<file path="config.mk">
export PLATFORM = sky130hd
export DESIGN_NAME = note_sequencer
export DESIGN_NICKNAME = d
export VERILOG_FILES = /design/src/rtl/note_sequencer.sv
export SDC_FILE = /design/constraint.sdc
export NUM_CORES = 1
export LEC_CHECK = 0
export CORE_UTILIZATION = 25
export DETAILED_ROUTE_END_ITERATION = 7
export SYNTH_ARGS = -nofsm -noshare
export SYNTH_HDL_FRONTEND = slang
export SYNTH_SLANG_ARGS = --single-unit
</file>
<file path="constraint.sdc">
create_clock -name clk -period 5.1 [get_ports clk]
set_input_delay 0.765 -clock clk [delete_from_list [all_inputs] [get_ports clk]]
set_output_delay 0.765 -clock clk [all_outputs]
set_load 0.01 [all_outputs]
</file>
<file path="src/rtl/note_sequencer.sv">
// rtl/note_sequencer.sv - eight-step song sequencer with tempo ticks, gaps, looping and manual key override
module note_sequencer #(
    parameter int unsigned TICK_DIV = 12500000
) (
    input  logic        clk,
    input  logic        rst_n,
    input  logic        play_start,
    input  logic        stop,
    input  logic        loop_en,
    input  logic [11:0] key_req,
    output logic [11:0] freq_out,
    output logic        src_key,
    output logic        busy,
    output logic [2:0]  step_idx,
    output logic        note_strobe
);

    typedef enum logic [1:0] {
        S_IDLE = 2'd0,
        S_PLAY = 2'd1,
        S_GAP  = 2'd2
    } state_t;

    localparam logic [23:0] TICK_LAST = 24'(TICK_DIV - 1);

    // Note indices 12..15 are rests and map to silence.
    function automatic logic [11:0] note_freq(input logic [3:0] n);
        logic [11:0] f;
        case (n)
            4'd0:    f = 12'd261;
            4'd1:    f = 12'd277;
            4'd2:    f = 12'd293;
            4'd3:    f = 12'd311;
            4'd4:    f = 12'd330;
            4'd5:    f = 12'd349;
            4'd6:    f = 12'd370;
            4'd7:    f = 12'd392;
            4'd8:    f = 12'd415;
            4'd9:    f = 12'd440;
            4'd10:   f = 12'd466;
            4'd11:   f = 12'd494;
            default: f = 12'd0;
        endcase
        return f;
    endfunction

    function automatic logic [7:0] song_rom(input logic [2:0] idx);
        logic [7:0] e;
        case (idx)
            3'd0:    e = {4'd0,  4'd2};
            3'd1:    e = {4'd2,  4'd2};
            3'd2:    e = {4'd4,  4'd2};
            3'd3:    e = {4'd5,  4'd2};
            3'd4:    e = {4'd7,  4'd2};
            3'd5:    e = {4'd9,  4'd2};
            3'd6:    e = {4'd11, 4'd4};
            default: e = {4'd12, 4'd1};
        endcase
        return e;
    endfunction

    function automatic logic [3:0] step_note(input logic [2:0] idx);
        logic [7:0] e;
        e = song_rom(idx);
        return e[7:4];
    endfunction

    function automatic logic [3:0] step_dur(input logic [2:0] idx);
        logic [7:0] e;
        e = song_rom(idx);
        return (e[3:0] == 4'd0) ? 4'd1 : e[3:0];
    endfunction

    // Lowest set key wins, so scan from the top and let lower bits overwrite.
    function automatic logic [11:0] key_freq(input logic [11:0] k);
        logic [11:0] f;
        f = 12'd0;
        for (int i = 11; i >= 0; i--) begin
            if (k[i]) f = note_freq(4'(i));
        end
        return f;
    endfunction

    state_t      state_q, state_d;
    logic [23:0] tick_q, tick_d;
    logic [3:0]  rem_q, rem_d;
    logic [2:0]  step_q, step_d;
    logic [11:0] freq_q, freq_d;
    logic        src_q, src_d;
    logic        busy_q, busy_d;
    logic        strobe_q, strobe_d;

    logic        key_active;
    logic        tick_end;

    assign key_active = |key_req;
    assign tick_end   = (tick_q == TICK_LAST);

    always_comb begin
        state_d  = state_q;
        tick_d   = tick_q;
        rem_d    = rem_q;
        step_d   = step_q;
        strobe_d = 1'b0;

        if (stop) begin
            state_d = S_IDLE;
            step_d  = 3'd0;
            tick_d  = 24'd0;
            rem_d   = 4'd0;
        end else if (!key_active) begin
            case (state_q)
                S_IDLE: begin
                    if (play_start) begin
                        state_d  = S_PLAY;
                        step_d   = 3'd0;
                        tick_d   = 24'd0;
                        rem_d    = step_dur(3'd0);
                        strobe_d = (step_note(3'd0) < 4'd12);
                    end
                end
                S_PLAY: begin
                    if (tick_end) begin
                        tick_d = 24'd0;
                        if (rem_q <= 4'd1) begin
                            state_d = S_GAP;
                            rem_d   = 4'd0;
                        end else begin
                            rem_d = rem_q - 4'd1;
                        end
                    end else begin
                        tick_d = tick_q + 24'd1;
                    end
                end
                S_GAP: begin
                    if (tick_end) begin
                        tick_d = 24'd0;
                        if (step_q == 3'd7 && !loop_en) begin
                            state_d = S_IDLE;
                            step_d  = 3'd0;
                        end else begin
                            state_d  = S_PLAY;
                            step_d   = step_q + 3'd1;
                            rem_d    = step_dur(step_q + 3'd1);
                            strobe_d = (step_note(step_q + 3'd1) < 4'd12);
                        end
                    end else begin
                        tick_d = tick_q + 24'd1;
                    end
                end
                default: begin
                    state_d = S_IDLE;
                    step_d  = 3'd0;
                    tick_d  = 24'd0;
                    rem_d   = 4'd0;
                end
            endcase
        end

        if (key_active) begin
            freq_d = key_freq(key_req);
            src_d  = 1'b1;
        end else begin
            freq_d = (state_d == S_PLAY) ? note_freq(step_note(step_d)) : 12'd0;
            src_d  = 1'b0;
        end
        busy_d = (state_d != S_IDLE);
    end

    always_ff @(posedge clk) begin
        if (!rst_n) begin
            state_q  <= S_IDLE;
            tick_q   <= 24'd0;
            rem_q    <= 4'd0;
            step_q   <= 3'd0;
            freq_q   <= 12'd0;
            src_q    <= 1'b0;
            busy_q   <= 1'b0;
            strobe_q <= 1'b0;
        end else begin
            state_q  <= state_d;
            tick_q   <= tick_d;
            rem_q    <= rem_d;
            step_q   <= step_d;
            freq_q   <= freq_d;
            src_q    <= src_d;
            busy_q   <= busy_d;
            strobe_q <= strobe_d;
        end
    end

    assign freq_out    = freq_q;
    assign src_key     = src_q;
    assign busy        = busy_q;
    assign step_idx    = step_q;
    assign note_strobe = strobe_q;

endmodule

</file>
== Word-level counts from Yosys, hierarchy flattened ==
Memory sizes are Yosys's and may differ from the RTL's.
Cells that the tools add are included.
Widths: inputs -> output; s select.

* Memories kept: 1
* Input port bits: 17
* Bits in read-only memories: 144
* Logic and storage cells: 101
* Flip-flop bits (word level): 48
* Output and inout bits: 18

{| class="wikitable"
|+ Memory list
! memory !! depth !! width !! read ports !! clocked after memory_dff !! write ports !! line !! text
|-
| (name not given) || 16 || 9 || 1 || 0 || 0 || 29 || <nowiki>case (n)</nowiki>
|}

* Equality and inequality tests: 21
* Order comparisons: 2
* Bitwise logic cells: 2
* Add/subtract/negate cells: 3
* Reduce and logical (&&, ||, !) cells: 13
* Muxes and demuxes: 51

{| class="wikitable"
|+ Operators with widths
! kind !! count
|-
| $mux 12 || 13
|-
| $pmux 8 s7 || 2
|-
| $mux 24 || 2
|-
| $mux 8 || 6
|-
| $pmux 24 s2 || 1
|-
| $add 24x1->24 const B || 1
|-
| $eq 24x24->1 const B || 1
|-
| $mux 4 || 6
|-
| $eq 3x3->1 const B || 7
|-
| $mux 3 || 5
|-
| $reduce_or 14->1 || 1
|-
| $eq 3x2->1 const B || 4
|-
| $mux 2 || 6
|-
| $pmux 4 s3 || 1
|-
| $reduce_or 12->1 || 1
|-
| $mux 9 || 1
|-
| $pmux 3 s3 || 1
|-
| $ne 2x2->1 const B || 4
|-
| $eq 3x1->1 const B || 2
|-
| $logic_not 3->1 || 2
|-
| $pmux 2 s3 || 1
|-
| $mux 1 || 5
|-
| $reduce_and 5->1 || 1
|-
| $eq 2x1->1 const B || 2
|-
| 14 further kinds || 16
|}

== Depth between registers and ports, before layout ==
Gate-level depths: netlist of the first run.

* Depth after elaboration: 13
* Gate-level depth with buffers: 16
* Mapped depth without buffers: 14

== Worst setup path after synthesis of the first run ==
No wires, ideal clock.

* Path kind: input to register
* Start: in key_req[6]
* End: reg freq_q[2], in the netlist freq_out[2]
* Buffers on the path: 3
* Arrival time: 3.997 ns
* Required time: 4.983 ns
* Setup time: 0.117 ns
* Path slack: 0.986 ns
* Stages on the path: 15
* Cell sequence: buf_2 -> nor4_1 -> and3_1 -> clkbuf_4 -> o21a_1 -> nand2_1 -> a22oi_1 -> buf_4 -> nand2b_1 -> xnor2_1 -> or2_2 -> ha_1 -> maj3_2 -> or3_1 -> a22o_1

* Cells in the longest elaborated chain, start to end: 9
* Elaborated cells on any way between the ends: 25
* Those cells by class: eq/ne: 7; mux: 15; reduce/logical: 2; memory: 1

{| class="wikitable"
|+ RTL lines
! item !! line !! text
|-
| start, declared || 10 || <nowiki>input logic [11:0] key_req,</nowiki>
|-
| $reduce_or 12->1 || 96 || <nowiki>assign key_active = |key_req;</nowiki>
|-
| $mux 3 || 111 || <nowiki>end else if (!key_active) begin</nowiki>
|-
| $mux 3 || 106 || <nowiki>if (stop) begin</nowiki>
|-
| $eq 3x3->1 (tied with other cells) || 49 || <nowiki>case (idx)</nowiki>
|-
| $pmux 8 s7 || 49 ||
|-
| $mux 8 || 160 || <nowiki>if (key_active) begin</nowiki>
|-
| $mem_v2 16x9 || -- ||
|-
| $mux 12 || 164 || <nowiki>freq_d = (state_d == S_PLAY) ? note_freq(step_note(step_d)) : 12'd0;</nowiki>
|-
| $mux 12 (*) || 160 ||
|-
| end signal, assigned || 185 || <nowiki>freq_q <= freq_d;</nowiki>
|-
| end, declared || 88 || <nowiki>logic [11:0] freq_q, freq_d;</nowiki>
|}

Every way passes the cells marked *; elsewhere a longest branch is shown, timed or not. The select of a mux whose other input is x is not followed.
A chain may end at the register's enable or synchronous reset.

== Final worst setup path of the first run ==
* Start: in key_req[4]
* End: reg freq_q[2], in the netlist freq_out[2]

Same word-level chain as after synthesis.

==> run metrics, run 1 <==
Avg WL per Cell=between 10 and 15 um; Pwr Density=211.4 nW/um2; Tcrit/Tclk final=about 86%; CP startpoint=key_req[4]; CP Cell Sequence=clkdlybuf4s50_1, nor4_1, and3_1, o21a_1, nand2_1, a22oi_1, buf_4, and2_1, a21boi_0, nor2_1, ha_1, maj3_2, or3_1, a22o_1; Setup CP Type=input port to flip-flop; DIE AREA=between 10000 and 15000 um2; Post-DP HPWL=5.396 mm; I/O pin cnt=35; Clock transition at path regs=roughly 0.06 ns; Multi-input gate area=between 1500 and 2000 um2; YS warnings=0; Vias=around 2700; sum of negative setup slack=0 ns; initial drt markers=96; setup slack after layout=about 0.69 ns; Highest Clock Rate=around 230 MHz; ant diodes=0; Syn-to-layout area delta=18.65%; DR pass1 iterations=4; WP data arrival=between 4 and 5 ns; TritonCTS clock tree=done; Die Width=around 110 um; most frequent cells in the layout=nor2_1, dfxtp_1, clkdlybuf4s50_1, nand2_1, a21oi_1; number of global-route vias before repair=2660; initial antenna violation count=0; largest stage delay on the critical path=approximately 0.56 ns; crit-path leading delay family=simple AND/OR/NAND/NOR gates; Final Skew=0.003911 ns; startpoint type of the worst setup path=input port; number of H-tree levels=2; Pleak=between 1 and 1.5 nW; most common library cell in the layout ignoring fill and taps=nor2_1; Synth async-reset ratio=0%; Die H=around 110 um; fillers=1200; slowest CP cell=clkdlybuf4s50_1; Hold Path Class=flip-flop to flip-flop; Global Route Usage Sum=between 10% and 20%; number of enable flip-flop cells after synthesis=0; final hold viol count=0; grt ovf=0; core region area=approximately 11000 um2; Starting Density=between 20% and 30%; clock sink count=45; met1 WL=~3.1 mm; predominant post-synthesis flop cell=dfxtp_1; site row count=39; number of CTS-inserted buffers=5; met3 wire len=317 um; Post-CTS Setup Inserts=0; Critical Path RT=approximately 5.3 ns; first-pass GRT wire length=between 10 and 15 mm; HP Start=tick_q[1]; Peak VDD IR=between 0.1 and 0.15 mV; worst-path fanout max=10; worst hold margin=~0.5 ns; clock latency on the worst-skew pair=about 0.29 ns; reg2reg start=tick_q[0]; drt drc=0; post-synthesis sequential area ratio=between 30% and 40%; number of slew-limit violations in the final report=0; syn avg cell area=around 8.1 um2; port bufs=31; final core occ=approximately 30%; Nets=approximately 420; Buffers & Inverters on Critical Path=2; RD Place Congestion=0.8727; hold buffer count at CTS=0; layout cells sized above 1=about 8.0%; Root Driver=clkbuf_16; status=finished clean; clk buf depth=2; final setup fails=0; Met2 Wirelength=approximately 3.4 mm; Distinct cells, synth=72; Vias/cell=5.077; Tmin final=~4.4 ns; largest net degree at the start of global routing=22; post-CTS resize count=0; Post-Route WL=between 7 and 8 mm; Slew @ Worst Pin=0.6699 ns; FF+latch count, synth=45; Post-Place Worst Slack=between 0.4 and 0.5 ns; post-route ant nets=0; Mapped Area=just under 3000 um2; max_slew headroom=roughly 55%; CP endpoint kind=flip-flop; Top Metal Used=met4; Reg area=about 900 um2; RSZ-0062 raised after global routing=no; number of max-cap violations=0; Post-Syn Instances=between 300 and 400
[stage by stage]
step / area (um2) / std cells / power (mW)
after detailed placement: 3342 / 523 / 0.4118
final: 3495 / 531 / 0.7388
after CTS: 3495 / 531 / 0.7475
after global routing: 3495 / 531 / 0.7646
after global placement: 3342 / 523 / 0.4117
after floorplan: 2953 / 364 / 0.3888
[worst paths after layout]
path	to	slack (ns)	cells past startpoint
hold / removal	tick_q[1]	0.49	2
setup / recovery	freq_out[2]	0.69	14
hold reg to reg	tick_q[1]	0.49	2
setup reg to reg	freq_out[2]	1.21	13
[kinds of logic (layout without fill, tap and decap cells)]
logic type	count (synthesis)	count (layout)	share of synthesized area, %
flip-flops	45	45	30.59
other	1	3	0.1273
buffers and inverters	32	56	5.820
adder cells (fa/ha/maj)	21	21	8.878
XOR/XNOR	20	20	5.947
AND/OR/NAND/NOR	168	168	31.31
AO/OA/AOI/OAI	74	74	16.99
multiplexers	1	1	0.3399
[worst reg2reg max path: cells and delay by family, from the launching register on]
family                   cells  cell delay, ns
flip-flops                   1            0.37
XOR/XNOR                     1            0.16
adder cells (fa/ha/maj)      3            0.88
AO/OA/AOI/OAI                1            0.22
AND/OR/NAND/NOR              8            2.16
[per-layer routing]
layer	GRT usage [%]	vias up
li1	-	1337
met5	0	-
met2	20.75	62
met1	14.78	1275
met3	3.183	22
met4	5.156	0
[power breakdown]
group | total [mW] | internal (mW) | leakage, nW | switching (mW)
clock network | 0.335 | 0.195 | 0.0768 | 0.140
logic | 0.0487 | 0.0234 | 0.765 | 0.0253
registers | 0.355 | 0.354 | 0.364 | 0.000702
[synthesized netlist by cell type (all sizes together) (3+ instances only)]
cell | count | share of area, %
nor2 | 58 | 7.5
dfxtp | 45 | 31
nand2 | 22 | 2.8
a21oi | 21 | 3.6
ha | 20 | 8.5
nor3 | 17 | 3.1
inv | 15 | 1.9
nand3 | 12 | 2.2
o21ai | 12 | 2.0
xor2 | 12 | 3.6
buf | 9 | 2.1
clkbuf | 8 | 1.8
xnor2 | 8 | 2.4
nand2b | 7 | 1.5
nand4 | 6 | 1.5
nor4 | 6 | 2.0
or2 | 6 | 1.4
and2 | 5 | 1.1
o31ai | 5 | 1.3
a21o | 4 | 1.0
or3 | 4 | 0.85
a211oi | 3 | 0.76
and3 | 3 | 0.64
and4 | 3 | 0.93
nand4b | 3 | 0.89
nor2b | 3 | 0.64
or4 | 3 | 1.0
[registers in the layout, summed over array words and instances, names as in the netlist]
name	count
src_key	1
tick_q	24
step_idx	3
busy	1
rem_q	4
note_strobe	1
freq_out	9
state_q	2
[layout make-up]
class | instances | area share, %
multi-input combinational | 287 | 53.81
tap | 143 | 5.120
clock inverter | 2 | 0.3938
clock buffer | 6 | 3.974
sequential | 45 | 25.78
timing repair buffer | 33 | 9.309
inverter | 15 | 1.611
Note: power is estimated with default switching activity, not from simulation.
==> run 2: changes to the inputs <==
Settings changed: GPL_ROUTABILITY_DRIVEN set to 1.
==> results of run 2 <==
No change in the layout: final DEF, timing and power equal those of run 1.
==> run 3: changes to the inputs <==
Settings changed: ABC_AREA set to 1, CORE_MARGIN set to 5.
==> run 3 against run 2 <==
Compared with the run above:
- total power is 7.8% higher
- maximum frequency grew 36%
- routed wire length rose by 14%
- clock-buffer cell count stayed put
- sequential power about the same
- critical path type unchanged
- sequential cell count stayed put
- register-to-register slack better by 0.98 ns
- hold slack lost 0.013 ns
- combinational power rose by 15%
==> run metrics, run 3 <==
Die H=121.9 um (+10%); number of global-route vias before repair=3012 (+13%); post-synthesis sequential area ratio=28.79% (-1.8 points); Buffers & Inverters on Critical Path=4 (+2); Synth async-reset ratio=0% (unchanged); most common library cell in the layout ignoring fill and taps=nand2_1; TritonCTS clock tree=done; CP endpoint kind=flip-flop; Pwr Density=209.2 nW/um2 (-1.0%); startpoint type of the worst setup path=input port; HP Start=tick_q[13]; final hold viol count=0 (unchanged); CP Cell Sequence=clkdlybuf4s50_1, inv_2, nand2_2, nor3_4, nand2_4, inv_2, nand2_2, nand2_1, nand2_2, nand2_1, nor2_1, o21ai_0, nand3_1, ha_1, inv_1, nand2_1, nor2_2, nor2_2, nand2_1, a21oi_2; final core occ=31.31% (+0.83 points); Slew @ Worst Pin=0.5887 ns (-0.08121 ns); post-CTS resize count=0 (unchanged); I/O pin cnt=35 (unchanged); YS warnings=0 (unchanged); clk buf depth=2 (unchanged); final setup fails=0 (unchanged); Final Skew=0.006474 ns (+0.002562 ns); DIE AREA=14850 um2 (+22%); post-synth top area share=28.79% (-1.8 points); site row count=40 (+2.6%); Mapped Area=3129 um2 (+6.2%); port bufs=31 (unchanged); critical path's most frequent cell=nand2_1; top cells by area, synth=dfxtp_1, nand2_1, inv_1; initial antenna violation count=0 (unchanged); Tcrit/Tclk final=63.64% (-23 points); predominant post-synthesis flop cell=dfxtp_1; grt ovf=0 (unchanged); FF+latch count, synth=45 (unchanged); RSZ-0062 raised after global routing=no; initial drt markers=254 (+160%); most frequent cells in the layout=nand2_1, inv_1, nor2_1, dfxtp_1; Hold Path Class=flip-flop to flip-flop; Pleak=1.522 nW (+26%); Vias=3020 (+12%); Setup CP Type=input port to flip-flop; layout cells sized above 1=11.74% (+3.8 points); number of max-cap violations=0 (unchanged); Syn-to-layout area delta=21.67%; most flop-heavy register=tick_q; Root Driver=clkbuf_16; reg2reg start=step_idx[1]; first-pass GRT wire length=13.99 mm (+12%); largest net degree at the start of global routing=15 (-32%); status=finished clean; Post-CTS Setup Inserts=0 (unchanged); largest stage delay on the critical path=0.50 ns (-0.06 ns); Post-DP HPWL=6.303 mm (+17%); WP data arrival=3.41 ns (-1.19 ns); number of enable flip-flop cells after synthesis=0 (unchanged); Vias/cell=4.562 (-10%); drt drc=0 (unchanged); sum of negative setup slack=0 ns (unchanged); Non-Filler Instances=662 (+25%); max_slew headroom=60.39% (+5.1 points); Global Route Usage Sum=11.26% (-1.1 points); most frequent cells after synthesis=nand2_1, inv_1, nor2_1; Tmin final=3.246 ns (-1.164 ns); Starting Density=25.73% (+0.046 points); CP startpoint=key_req[7]; Highest Clock Rate=308.1 MHz (+36%); Post-Route WL=8.054 mm (+14%); placed insts=654 (+25%); clock latency on the worst-skew pair=0.29 ns (about the same); Die Width=121.9 um (+10%); DR pass1 iterations=6 (+2); worst-path fanout max=7 (-3); core region area=12160 um2 (+6.1%); area leader, netlist=dfxtp_1; Critical Path RT=5.27 ns (-0.02 ns); RD Place Congestion=0.8511 (-2.5%); crit-path leading delay family=simple AND/OR/NAND/NOR gates; number of slew-limit violations in the final report=0 (unchanged); clock sink count=45 (unchanged); hold buffer count at CTS=0 (unchanged); Largest register FFs=24 (unchanged); syn avg cell area=6.832 um2 (-16%); count leader, synth=nand2_1; ant diodes=0 (unchanged); number of CTS-inserted buffers=5 (unchanged); Avg WL per Cell=12.17 um (-8.5%); number of H-tree levels=2 (unchanged); Post-Syn Instances=458 (+27%); Nets=530 (+25%); Distinct cells, synth=48 (-33%); Clock transition at path regs=0.07 ns (about the same); post-route ant nets=0 (unchanged); Peak VDD IR=0.1617 mV (+14%); slowest CP cell=clkdlybuf4s50_1
==> run 3: logic make-up after synthesis <==
group,synth area share [%]
compound gates,16.59
fa+ha+maj,7.997
other cells,0.1198
flops,28.79
buf+inv,10.44
simple gates,35.51
xor+xnor,0.5599
==> run 3: cell type report <==
| cell class | instances | area (um2) |
|---|---|---|
| fillers | 1300 | 8354 |
| multi-input cells | 331 | 1909 |
| flip-flops and latches | 45 | 900.9 |
| repair buffers | 32 | 317.8 |
| inverters | 78 | 292.8 |
| well taps | 168 | 210.2 |
| clock buffers | 6 | 138.9 |
| clock inverters | 2 | 37.54 |
==> run 3: power by group <==
| part | leakage [nW] | internal, mW | switching, mW | total, mW |
|---|---|---|---|---|
| sequential | 0.364 | 0.354 | 0.000965 | 0.355 |
| clock | 0.0831 | 0.245 | 0.141 | 0.385 |
| combinational | 1.08 | 0.0245 | 0.0314 | 0.0559 |
| total | 1.52 | 0.623 | 0.173 | 0.796 |
==> run 3: worst reg2reg max path, stage by stage (launching register included) <==
cell and delay, ns:
dfxtp_1 0.50, ha_1 0.21, ha_1 0.13, inv_1 0.04
o21ai_0 0.37, nor2_4 0.09, nand3_1 0.12, nand2_2 0.11
nand2_1 0.11, nor2_1 0.08, o21ai_0 0.20, nand3_1 0.17
ha_1 0.24, inv_1 0.05, nand2_1 0.06, nor2_2 0.14
nor2_2 0.05, nand2_1 0.07, a21oi_2 0.05
==> run 3: per-layer routing <==
layer | GRT usage [%] | wire length (um) | vias up
li1 | - | - | 1567
met1 | 14.31 | 3747 | 1375
met2 | 19.34 | 3873 | 72
met3 | 2.553 | 361 | 6
met4 | 2.661 | 71 | 0
met5 | 0 | 0 | -
==> run 3: stage by stage <==
step	setup WS (ns)	hold WS, ns	power (mW)	area [um2]
finish	1.854	0.4780	0.7965	3807
global route	1.539	0.5120	0.8249	3807
CTS	1.837	0.4745	0.8051	3807
detailed placement	1.548	0.4650	0.4193	3631
global placement	1.656	0.4590	0.4195	3631
floorplan	2.350	0.4390	0.3908	3137
==> run 3: path summary, 6_finish.rpt <==
check                 to  slack [ns]  cells past startpoint
max          freq_out[2]        1.85                     20
min           tick_q[13]        0.48                      2
max reg2reg  freq_out[2]        2.19                     18
min reg2reg   tick_q[13]        0.48                      2
==> variant (settings of run 1) <==
The output `freq_out` loses its register stage (`freq_q` becomes a continuous assignment).
--- a/src/rtl/note_sequencer.sv
+++ b/src/rtl/note_sequencer.sv
@@ -173,7 +173,6 @@
             tick_q   <= 24'd0;
             rem_q    <= 4'd0;
             step_q   <= 3'd0;
-            freq_q   <= 12'd0;
             src_q    <= 1'b0;
             busy_q   <= 1'b0;
             strobe_q <= 1'b0;
@@ -182,12 +181,13 @@
             tick_q   <= tick_d;
             rem_q    <= rem_d;
             step_q   <= step_d;
-            freq_q   <= freq_d;
             src_q    <= src_d;
             busy_q   <= busy_d;
             strobe_q <= strobe_d;
         end
     end
+
+    assign freq_q = freq_d;
 
     assign freq_out    = freq_q;
     assign src_key     = src_q;
Formal check against the unedited RTL: not equivalent (Yosys sat finds a counterexample within 4 cycles, from zero or initial values and one cycle with rst_n low).
==> variant against run 1 <==
Sequential share of layout area down 4.6 points. Critical path depth is the same. Synthesized cell count down 5.8%. Largest cell class unchanged. First-iteration DRC count increased by 56%. Power shrank 21%. Via count down 5.3%. Register-to-register slack better by 1.3 ns. Synthesized area decreased by 8.7%. Worst setup slack lost 0.54 ns. Final cell count shrank 0.38%. Sequential cell count shrank 9. Sequential power down 21%. Highest routed layer unchanged. Wire length is 3.5% lower. Cell area down 2.8%.
==> variant: results (changes against run 1) <==
WORST SETUP PATH
--------------------------------------------------------------------------------------
Reg2Reg Launch Point                                                      state_q[0]$_SDFF_PN0_
Logic depth of the worst register-to-register path                                  10   -3
Arrival @ worst endpoint                                                       4.18 ns   -0.42 ns
CP Launch Point                                                             key_req[2]
R2r setup slk                                                                  2.46 ns   +1.25 ns
Top fanout value on the critical path                                                5   -5
Slowest stage delay, CP                                                        0.53 ns   -0.03 ns
Reg-to-Reg End                                                            tick_q[23]$_SDFFE_PP0P_
Critical path endpoint                                                     freq_out[4]
Kind of cell with the highest combined delay on the critical path         buffers and inverters

PWR
--------------------------------------------------------------------------------------
Power per cell area                                                        171 nW/um^2   -19%
Clock share of power                                                             0.426   -0.028
Net switching power figure                                                    0.129 mW   -22%

FINAL LAYOUT
--------------------------------------------------------------------------------------
Final non-clock buffer share                                                     0.145   +0.0523
Buffers excl. clock                                                                 55   +67%
Flip-flop and latch share of the layout cell area                                0.212   -0.0457
Filler Cell Count                                                                1,099   -8.4%
Clk tree area frac                                                              0.0317   -0.0120
Multi-input logic cell count                                                       279   -2.8%
Fraction of area in multi-input gates                                            0.544   +0.00605
Syn-to-layout area delta                                                         26.4%
Share of the core filled with cells in the final layout                          0.328   +0.0230
Footprint of the flip-flops and latches                                       721 um^2   -20%

SYNTH
--------------------------------------------------------------------------------------
Commonest cells in the netlist                                            nor2_1, dfxtp_1, a21oi_1, nand2_1, ha_1
Synth Instances                                                                    341   -5.8%
Number of flip-flops and latches in the synthesized netlist                         36   -20%
Top cells by area in the synthesized netlist                              dfxtp_1, ha_1, nor2_1
Number of distinct library cells after synthesis                                    69   -4.2%
Fraction of the yosys area taken by sequential cells                             0.268   -0.0378

PLACED DESIGN
--------------------------------------------------------------------------------------
HPWL after detailed placement                                                  5280 um   -2.1%
Inst Count DP                                                                      521   -0.38%
Instance area at placement                                                   3260 um^2   -2.3%
Weighted congestion reported at the end of routability-driven placement          0.878   +0.56%
Setup Slack @ Placement                                                     0.00895 ns   -0.410 ns

GLOBAL ROUTE
--------------------------------------------------------------------------------------
Global-route wire length before repair                                       11,100 um   -11%
Global routing usage summed across all routing layers                            0.121   -0.00188
Met2 usage                                                                       0.201   -0.00624
Vias in the first global route                                                   2,404   -9.6%
Grt met3 use                                                                    0.0266   -0.00524
Pin count of the biggest net entering global routing                                21   -4.5%

CLOCK NETWORK
--------------------------------------------------------------------------------------
Clock tree root buffer cell                                                   clkbuf_8

DRT
--------------------------------------------------------------------------------------
Met3 Routed Length                                                              286 um   -9.8%
Wl on met1                                                                     3320 um   +5.6%
Met2 wire length                                                               3140 um   -6.7%
Drt initial violations                                                             150   +56%
Number of vias after detailed routing                                            2,552   -5.3%
Average routed wire per standard cell                                          12.9 um   -3.1%

STA
--------------------------------------------------------------------------------------
Fin Hold WS                                                                   0.474 ns   -0.0165 ns
Highest achievable clock rate                                                  202 MHz   -11%
Final worst clock skew                                                      0.00679 ns   +0.00287 ns
Pin slew with the least headroom to its limit                                 0.691 ns   +0.0211 ns

OUTCOME
--------------------------------------------------------------------------------------
Outcome                                                                   complete, no violations

-- variant: tightest hold or removal path, delay by kind of cell, from the launching register on --
family,cells,cell delay (ns)
AO/OA/AOI/OAI,1,0.05
AND/OR/NAND/NOR,1,0.06
flip-flops,1,0.32
-- variant: what timing repair did --
action / CTS / global route
gates cloned: 0 / 0
pin swaps: 2 / 1
hold endpoints to repair: 0 / 0
resized for setup: 2 / 7
endpoints found under the setup margin: 1 / 4
-- variant: logic make-up (layout without fill, tap and decap cells) --
group | after synthesis | count (layout) | share of synthesized area
adders and majority gates | 20 | 20 | 0.0931
muxes | 1 | 1 | 0.00372
buffers and inverters | 28 | 78 | 0.0554
DFF | 36 | 36 | 0.268
and+or+nand+nor | 159 | 159 | 0.322
xor gates and xnor gates | 21 | 21 | 0.0684
other | 1 | 3 | 0.00139
AOI/OAI and AO/OA | 75 | 75 | 0.188
